==> src/rtl/seq_mul_hs.sv <==
// -----------------------------------------------------------------------------
// seq_mul_hs - iterative shift-add multiplier with valid/ready handshakes.
//
// Consumes one multiplier bit per clock using a single WIDTH+1-bit adder.
// The operation is data-independent: the product is presented exactly WIDTH
// clock edges after the operands are accepted.
//
// Handshake rule (both sides): a transfer happens on a rising clock edge where
// valid and ready are both high. in_ready is high only in IDLE, and out_valid
// is high only in DONE. Both are decodes of registered state, so there is
// no combinational path from any input to any output.
//
// Ports:
//   clk        - single clock, rising edge
//   reset      - synchronous, active-high; discards any in-flight operation
//   in_valid   - operand pair valid
//   in_ready   - block can accept operands (IDLE only)
//   in_a       - multiplicand, WIDTH bits
//   in_b       - multiplier, WIDTH bits
//   in_signed  - 1: two's-complement operands, 0: unsigned (sampled at accept)
//   out_valid  - product valid (DONE only)
//   out_ready  - downstream accepts product
//   out_prod   - product, 2*WIDTH bits, held until the next DONE entry or reset
//   busy       - high in RUN or DONE
// -----------------------------------------------------------------------------
module seq_mul_hs #(
    parameter int WIDTH = 8,
    localparam int CNT_W = $clog2(WIDTH + 1)
) (
    input  logic                 clk,
    input  logic                 reset,
    input  logic                 in_valid,
    output logic                 in_ready,
    input  logic [WIDTH-1:0]     in_a,
    input  logic [WIDTH-1:0]     in_b,
    input  logic                 in_signed,
    output logic                 out_valid,
    input  logic                 out_ready,
    output logic [2*WIDTH-1:0]   out_prod,
    output logic                 busy
);

    typedef enum logic [1:0] {
        ST_IDLE = 2'd0,
        ST_RUN  = 2'd1,
        ST_DONE = 2'd2
    } state_t;

    state_t               state_q, state_d;
    logic [CNT_W-1:0]     cnt_q, cnt_d;
    // Upper half: partial product; lower half: remaining multiplier bits.
    logic [2*WIDTH-1:0]   acc_q, acc_d;
    logic [WIDTH-1:0]     a_mag_q, a_mag_d;
    logic                 neg_q, neg_d;
    logic [2*WIDTH-1:0]   prod_q, prod_d;

    logic [WIDTH-1:0]     a_neg;
    logic [WIDTH-1:0]     b_neg;
    logic [WIDTH-1:0]     a_mag_in;
    logic [WIDTH-1:0]     b_mag_in;
    logic [WIDTH-1:0]     addend;
    logic [WIDTH:0]       sum;
    logic [2*WIDTH-1:0]   acc_shift;

    // Magnitudes of the incoming operands. The most-negative value negates to
    // itself, which read as unsigned is exactly its magnitude.
    always_comb begin
        a_neg    = -in_a;
        b_neg    = -in_b;
        a_mag_in = (in_signed && in_a[WIDTH-1]) ? a_neg : in_a;
        b_mag_in = (in_signed && in_b[WIDTH-1]) ? b_neg : in_b;
    end

    // One shift-add step: conditionally add |a| into the upper half with the
    // carry kept, then shift the whole accumulator right by one.
    always_comb begin
        addend    = acc_q[0] ? a_mag_q : '0;
        sum       = {1'b0, acc_q[2*WIDTH-1:WIDTH]} + {1'b0, addend};
        acc_shift = {sum, acc_q[WIDTH-1:1]};
    end

    always_comb begin
        state_d = state_q;
        cnt_d   = cnt_q;
        acc_d   = acc_q;
        a_mag_d = a_mag_q;
        neg_d   = neg_q;
        prod_d  = prod_q;

        case (state_q)
            ST_IDLE: begin
                if (in_valid) begin
                    a_mag_d = a_mag_in;
                    acc_d   = {{WIDTH{1'b0}}, b_mag_in};
                    neg_d   = in_signed & (in_a[WIDTH-1] ^ in_b[WIDTH-1]);
                    cnt_d   = '0;
                    state_d = ST_RUN;
                end
            end
            ST_RUN: begin
                acc_d = acc_shift;
                cnt_d = cnt_q + 1'b1;
                if (cnt_q == CNT_W'(WIDTH - 1)) begin
                    // A zero magnitude negates to zero, so no negative zero.
                    prod_d  = neg_q ? -acc_shift : acc_shift;
                    state_d = ST_DONE;
                end
            end
            ST_DONE: begin
                if (out_ready) begin
                    state_d = ST_IDLE;
                end
            end
            default: begin
                state_d = ST_IDLE;
            end
        endcase
    end

    always_ff @(posedge clk) begin
        if (reset) begin
            state_q <= ST_IDLE;
            cnt_q   <= '0;
            acc_q   <= '0;
            a_mag_q <= '0;
            neg_q   <= 1'b0;
            prod_q  <= '0;
        end else begin
            state_q <= state_d;
            cnt_q   <= cnt_d;
            acc_q   <= acc_d;
            a_mag_q <= a_mag_d;
            neg_q   <= neg_d;
            prod_q  <= prod_d;
        end
    end

    assign in_ready  = (state_q == ST_IDLE);
    assign out_valid = (state_q == ST_DONE);
    assign busy      = (state_q != ST_IDLE);
    assign out_prod  = prod_q;

endmodule

==> config.mk <==
export PLATFORM = sky130hd
export DESIGN_NAME = seq_mul_hs
export DESIGN_NICKNAME = d
export VERILOG_FILES = /design/src/rtl/seq_mul_hs.sv
export SDC_FILE = /design/constraint.sdc
export NUM_CORES = 1
export LEC_CHECK = 0
export CORE_AREA = 2 2 101 103
export DETAILED_ROUTE_END_ITERATION = 7
export DIE_AREA = 0 0 103 105
export GPL_ROUTABILITY_DRIVEN = 0
export PLACE_DENSITY = 0.49
export SLEW_MARGIN = 5
export SYNTH_ARGS = -nofsm -noshare
export SYNTH_HDL_FRONTEND = slang
export SYNTH_SLANG_ARGS = --single-unit
==> constraint.sdc <==
create_clock -name clk -period 2.8 [get_ports clk]
set_input_delay 0.56 -clock clk [delete_from_list [all_inputs] [get_ports clk]]
set_output_delay 0.56 -clock clk [all_outputs]
set_load 0.005 [all_outputs]
==> flow_summary.toml, run 1 <==
[global_route]
grt_pass1_vias = 2490
grt_usage_pct = 13.6
antenna_found_initial = 0
grt_first_pass_wirelength_mm = 12.1
grt_start_max_net_pins = 44
grt-ovfl-total = 0

[drt]
antenna_left = 0
first_pass_iters = 4
drc = 0
wl_per_cell_um = 13.3
vias = 2662
drt-total-wl_mm = 7.09
drt_iter0_markers = 135
vias_per_cell = 4.98

[clocking]
cts_sinks = 47
clk_latency_ns = 0.30
postCtsHoldBufs = 0
path_clk_slew_ns = 0.09
cts_root_buf = "clkbuf_8"
htreeDepth = 2
clock_path_buffers = 2
cts_tree = "built"
cts_buffers = 5

[timing]
tightest_slew_ns = 0.747
slew_viol_final = 0
period_needed_ns = 2.60
finalSetupViolCount = 0
grt_setup_unrepaired = "false"
final.setup_skew_ns = 0.0124
hold_violations = 0
slew_headroom_pct = 50.2
timing.fmax_mhz = 384
tns_ns = 0
holdWs_ns = 0.460
min_period_over_period_pct = 92.9

[pwr]
ir_drop_mv = 0.295
powerDensity_nw_per_um2 = 445
leakagePower_nw = 1.31
finalPower_mw = 1.59

[setup_path]
start_kind = "flip-flop"
slowest_delay_ns = 0.45
arrival_ns = 2.83
required_ns = 3.03
cp_cell_sequence = "and2_1, ha_1, fa_1, a211oi_2, buf_4, nor4_1, nor3_1, nand4_1, o311a_1, a31oi_1"
cp_max_fo = 9
slowest_stage = "fa_1"
path_class = "flip-flop to flip-flop"
cp-end-kind = "flip-flop"

[synthesis]
synth.avg_cell_area_um2 = 7.86
synthArstFlopShare_pct = 0
ys_ff_latch = 47
synth-seq-area-share_pct = 33.2
synth_top_area_share_pct = 33.2
synth.distinct_cells = 54
synth-edff-count = 0
syn_nets = 395
yosysTopAreaCell = "dfxtp_1"
synth.area.top_cells = "dfxtp_1, nor2_1, nand2_1"
ys.flop_type = "dfxtp_1"
syn_area_um2 = 2840
syn_inst = 361
ys_warn_count = 0

[floorplan]
rows = 36
dieArea_um2 = 10800
die_x_um = 103
ios = 40
start_util_pct = 29.4
core_region_area_um2 = 9640
die_h_um = 105

[layout]
syn_to_final_growth_pct = 25.8
fillers = 1054
drive_gt1_share_pct = 8.21
nNetsFinal = 435
diodes = 0

[worst_hold_path]
min-delay-path-class = "flip-flop to flip-flop"

[place]
io_buffers = 39
dp_hpwl_mm = 5.33

[run_status]
status = "finished clean"

[run]
max_cap_viol_count = 0
[flip-flops by register name (all words and copies together), names as in the netlist]
signal / flops
state_q: 2
cnt_q: 4
a_mag_q: 8
out_prod: 16
acc_q: 16
neg_q: 1
[cell type report]
| class | count | area, um^2 | area share (%) |
|---|---|---|---|
| Clock inverter | 3 | 67.6 | 1.89 |
| Timing Repair Buffer | 50 | 473 | 13.3 |
| Tap cell | 133 | 166 | 4.67 |
| Multi-Input combinational cell | 286 | 1810 | 50.7 |
| Clock buffer | 5 | 68.8 | 1.93 |
| Sequential cell | 47 | 941 | 26.4 |
| Inverter | 11 | 41.3 | 1.16 |
[cells in the final DEF, fill, tap and decap left out, drive strengths merged, types with 3 or more instances in the layout]
cell	instances
nand4	4
ha	12
nor2b	3
nor3	12
o21ai	10
a211oi	16
nand3b	5
inv	11
nand2b	3
a21oi	28
buf	11
dfxtp	47
and2	11
nand2	41
a31oi	6
xor2	16
or3	5
clkdlybuf4s50	39
a22oi	4
xnor2	7
o31ai	4
a2111oi	4
nor2	44
clkbuf	5
nand3	20
[where the power goes]
part	total, mW	switching [mW]	internal (mW)	leakage (nW)
Combinational	0.274	0.155	0.119	0.860
Sequential	0.717	0.0261	0.691	0.382
Clock	0.596	0.239	0.356	0.0644
[critical path: cells and delay by family, from the launching register on]
kind	cells	cell delay, ns
adder cells (fa/ha/maj)	2	0.66
buffers and inverters	1	0.17
AO/OA/AOI/OAI	3	0.58
flip-flops	1	0.36
AND/OR/NAND/NOR	4	0.76
[metrics by stage]
step | utilization (%) | area (um^2) | std cells | setup WS, ns
final | 37.0 | 3570 | 535 | 0.198
after global routing | 37.0 | 3570 | 535 | 0.0132
after CTS | 36.7 | 3540 | 535 | 0.122
after detailed placement | 35.3 | 3400 | 527 | 0.145
after global placement | 35.3 | 3400 | 527 | 0.203
after floorplan | - | 2840 | 361 | 0.278
[synthesized netlist by cell type (4+ instances only)]
cell,count
a211oi_1,15
a21oi_1,28
a22oi_1,4
a31oi_1,6
and2_1,10
clkbuf_1,13
dfxtp_1,47
ha_1,12
inv_1,11
nand2_1,41
nand3_1,20
nand3b_1,5
nand4_1,4
nor2_1,44
nor3_1,12
o21ai_0,10
o31ai_1,4
or3_1,4
xnor2_1,7
xor2_1,16
[path summary, 6_finish.rpt]
kind                    from            to  slack, ns  cells past startpoint
setup reg to reg    acc_q[0]  out_prod[13]       0.20                     10
hold / removal    a_mag_q[0]    a_mag_q[0]       0.46                      2
setup / recovery    acc_q[0]  out_prod[13]       0.20                     10
hold reg to reg   a_mag_q[0]    a_mag_q[0]       0.46                      2
[cell families (layout without fill, tap and decap cells)]
| family | Yosys count | in the layout | share of synthesized area [%] |
|---|---|---|---|
| buffers and inverters | 28 | 69 | 3.97 |
| AO/OA/AOI/OAI | 89 | 89 | 21.4 |
| flip-flops | 47 | 47 | 33.2 |
| multiplexers | 1 | 1 | 0.353 |
| XOR/XNOR | 23 | 23 | 7.10 |
| AND/OR/NAND/NOR | 160 | 160 | 28.0 |
| adder cells (fa/ha/maj) | 13 | 13 | 6.00 |
[routing by layer]
| layer | vias to the layer above | global-route usage (%) | routed length (um) |
|---|---|---|---|
| li1 | 1381 | - | - |
| met1 | 1234 | 20.0 | 3660 |
| met4 | 0 | 2.26 | 32 |
| met2 | 45 | 21.3 | 3160 |
| met5 | - | 0 | 0 |
| met3 | 2 | 2.01 | 237 |
[repair_timing]
| item | 4_1_cts | 5_1_grt |
|---|---|---|
| setup buffers | 0 | 0 |
| resized for setup | 0 | 5 |
| endpoints found under the hold margin | 0 | 0 |
| setup endpoints to repair | 0 | 5 |
No activity file was read; power rests on OpenSTA's default activity.
==> run 2: changes to the inputs <==
--- a/config.mk
+++ b/config.mk
@@ -9,6 +9,7 @@
 export DETAILED_ROUTE_END_ITERATION = 7
 export DIE_AREA = 0 0 103 105
 export GPL_ROUTABILITY_DRIVEN = 0
+export GPL_TIMING_DRIVEN = 0
 export PLACE_DENSITY = 0.49
 export SLEW_MARGIN = 5
 export SYNTH_ARGS = -nofsm -noshare
==> flow_summary.toml, run 2 (same netlist as run 1, synthesis figures left out) <==
[timing]
final.setup_skew_ns = 0.00657
hold_violations = 0
min_period_over_period_pct = 93.0
finalSetupViolCount = 0
slew_viol_final = 0
slew_headroom_pct = 58.1
timing.fmax_mhz = 384
tightest_slew_ns = 0.629
worst_slack_ns = 0.197
period_needed_ns = 2.60
grt_setup_unrepaired = "false"

[setup_path]
cp_max_fo = 9
crit_end = "out_prod[14]"
start_kind = "flip-flop"
arrival_ns = 2.77
critPathLaunch = "acc_q[0]"
reg2reg_to = "out_prod[14]"
reg2reg_from = "acc_q[0]"
rr_worst_depth = 8
path_class = "flip-flop to flip-flop"
cp-end-kind = "flip-flop"
required_ns = 2.96
r2r_slack_ns = 0.20

[floorplan]
die_x_um = 103
ios = 40
start_util_pct = 29.4
rows = 36
die_h_um = 105
dieArea_um2 = 10800
core_region_area_um2 = 9640

[drt]
first_pass_iters = 4
drt_iter0_markers = 108
wl_per_cell_um = 13.9
wl_met2_mm = 3.36
antenna_left = 0
drc = 0
vias_per_cell = 4.92
met1Wirelength_mm = 3.86
wl_met3_um = 254
vias = 2664
drt-total-wl_mm = 7.53
top_layer = "met4"

[clocking]
cts_tree = "built"
htreeDepth = 2
cts_root_buf = "clkbuf_8"
path_clk_slew_ns = 0.09
postCtsHoldBufs = 0
clock_path_buffers = 2
clk_latency_ns = 0.30
cts_sinks = 47
cts_setup_buffers = 0
cts_buffers = 5

[global_route]
grt_usage_pct = 14.4
antenna_found_initial = 0
grt_start_max_net_pins = 14
grt_pass1_vias = 2532
grt-ovfl-total = 0
grt_first_pass_wirelength_mm = 12.6

[layout]
nNetsFinal = 441
fillers = 1080
multi_input_area_um2 = 1830
stdcell_count = 541
syn_to_final_growth_pct = 24.3
regArea_um2 = 941
final_common_cell = "dfxtp_1"
final_area_um2 = 3520
drive_gt1_share_pct = 5.88
diodes = 0
mostFrequentLayoutCells = "dfxtp_1, nor2_1, nand2_1"

[place]
io_buffers = 39
placed_cell_area_um2 = 3390
place_ws_ns = -0.0834
dp_cells = 533
dp_hpwl_mm = 5.82

[pwr]
leakagePower_nw = 1.26
powerDensity_nw_per_um2 = 399
ir_drop_mv = 0.237

[worst_hold_path]
whs_path_depth = 2
min-delay-path-class = "flip-flop to flip-flop"

[run]
max_cap_viol_count = 0

[run_status]
status = "finished clean"
==> run 2: changes by cell type in the layout (fill, tap and decap cells not counted), moves of 2 or more <==
cell,previous run,this run
bufinv_16,2,0
buf_1,0,3
buf_4,11,0
clkbuf_1,0,15
==> run 2: power breakdown <==
| part | internal (mW) | switching, mW | total, mW | leakage (nW) |
|---|---|---|---|---|
| Clock | 0.176 | 0.231 | 0.407 | 0.0422 |
| Sequential | 0.691 | 0.0238 | 0.714 | 0.382 |
| Combinational | 0.118 | 0.166 | 0.284 | 0.831 |
| Total | 0.984 | 0.421 | 1.41 | 1.26 |
==> run 2: layer usage <==
metal,vias up,global-route usage (%)
met5,-,0
met4,0,2.73
met3,5,2.21
met2,50,22.2
met1,1227,21.3
li1,1382,-
==> run 2: how the worst min path moves through the flow <==
stage             endpoint        start  slack, ns
3_5_place_dp    a_mag_q[7]   a_mag_q[7]       0.45
6_report        a_mag_q[0]   a_mag_q[0]       0.46
3_3_place_gp    a_mag_q[0]   a_mag_q[0]       0.44
4_1_cts         a_mag_q[7]   a_mag_q[7]       0.46
2_1_floorplan   a_mag_q[0]   a_mag_q[0]       0.43
5_1_grt        out_prod[9]  out_prod[9]       0.49
==> run 2: critical path, cell delays in order (launching register included) <==
cell and delay [ns]:
dfxtp_1 0.38, and2_1 0.20, ha_1 0.22, fa_2 0.40, xor2_1 0.21, or2_2 0.36, nor4_4 0.43, and2_1 0.19
o311ai_1 0.09
==> run 2: repair_timing <==
item | CTS | global route
resized for setup | 1 | 8
setup endpoints to repair | 3 | 5
pin swaps | 0 | 1
cloned | 0 | 0
==> run 2: final cells by class <==
cell class	count	area share [%]
Tap cell	133	4.72
Clock inverter	1	0.142
Multi-Input combinational cell	286	52.0
Timing Repair Buffer	39	11.1
Sequential cell	47	26.7
Clock buffer	7	2.17
Inverter	11	1.17
Buffer	17	2.02
==> run 2: per-stage QoR <==
| stage | hold WS [ns] | TNS [ns] | util, % | total power, mW |
|---|---|---|---|---|
| after CTS | 0.458 | 0 | 36.1 | 1.41 |
| final | 0.456 | 0 | 36.6 | 1.41 |
| after detailed placement | 0.446 | -0.109 | 35.2 | 1.01 |
| after global routing | 0.489 | 0 | 36.6 | 1.48 |
| after global placement | 0.442 | -0.0329 | 35.2 | 1.01 |
| after floorplan | 0.432 | 0 | - | 0.909 |
==> run 3: changes to the inputs <==
==> constraint.sdc (replaced) <==
create_clock -name clk -period 2.8 [get_ports clk]
set_input_delay 0.28 -clock clk [delete_from_list [all_inputs] [get_ports clk]]
set_output_delay 0.28 -clock clk [all_outputs]
set_load 0.02 [all_outputs]
==> results of run 3 <==
The final DEF is identical to that of run 2. Status: finished clean.
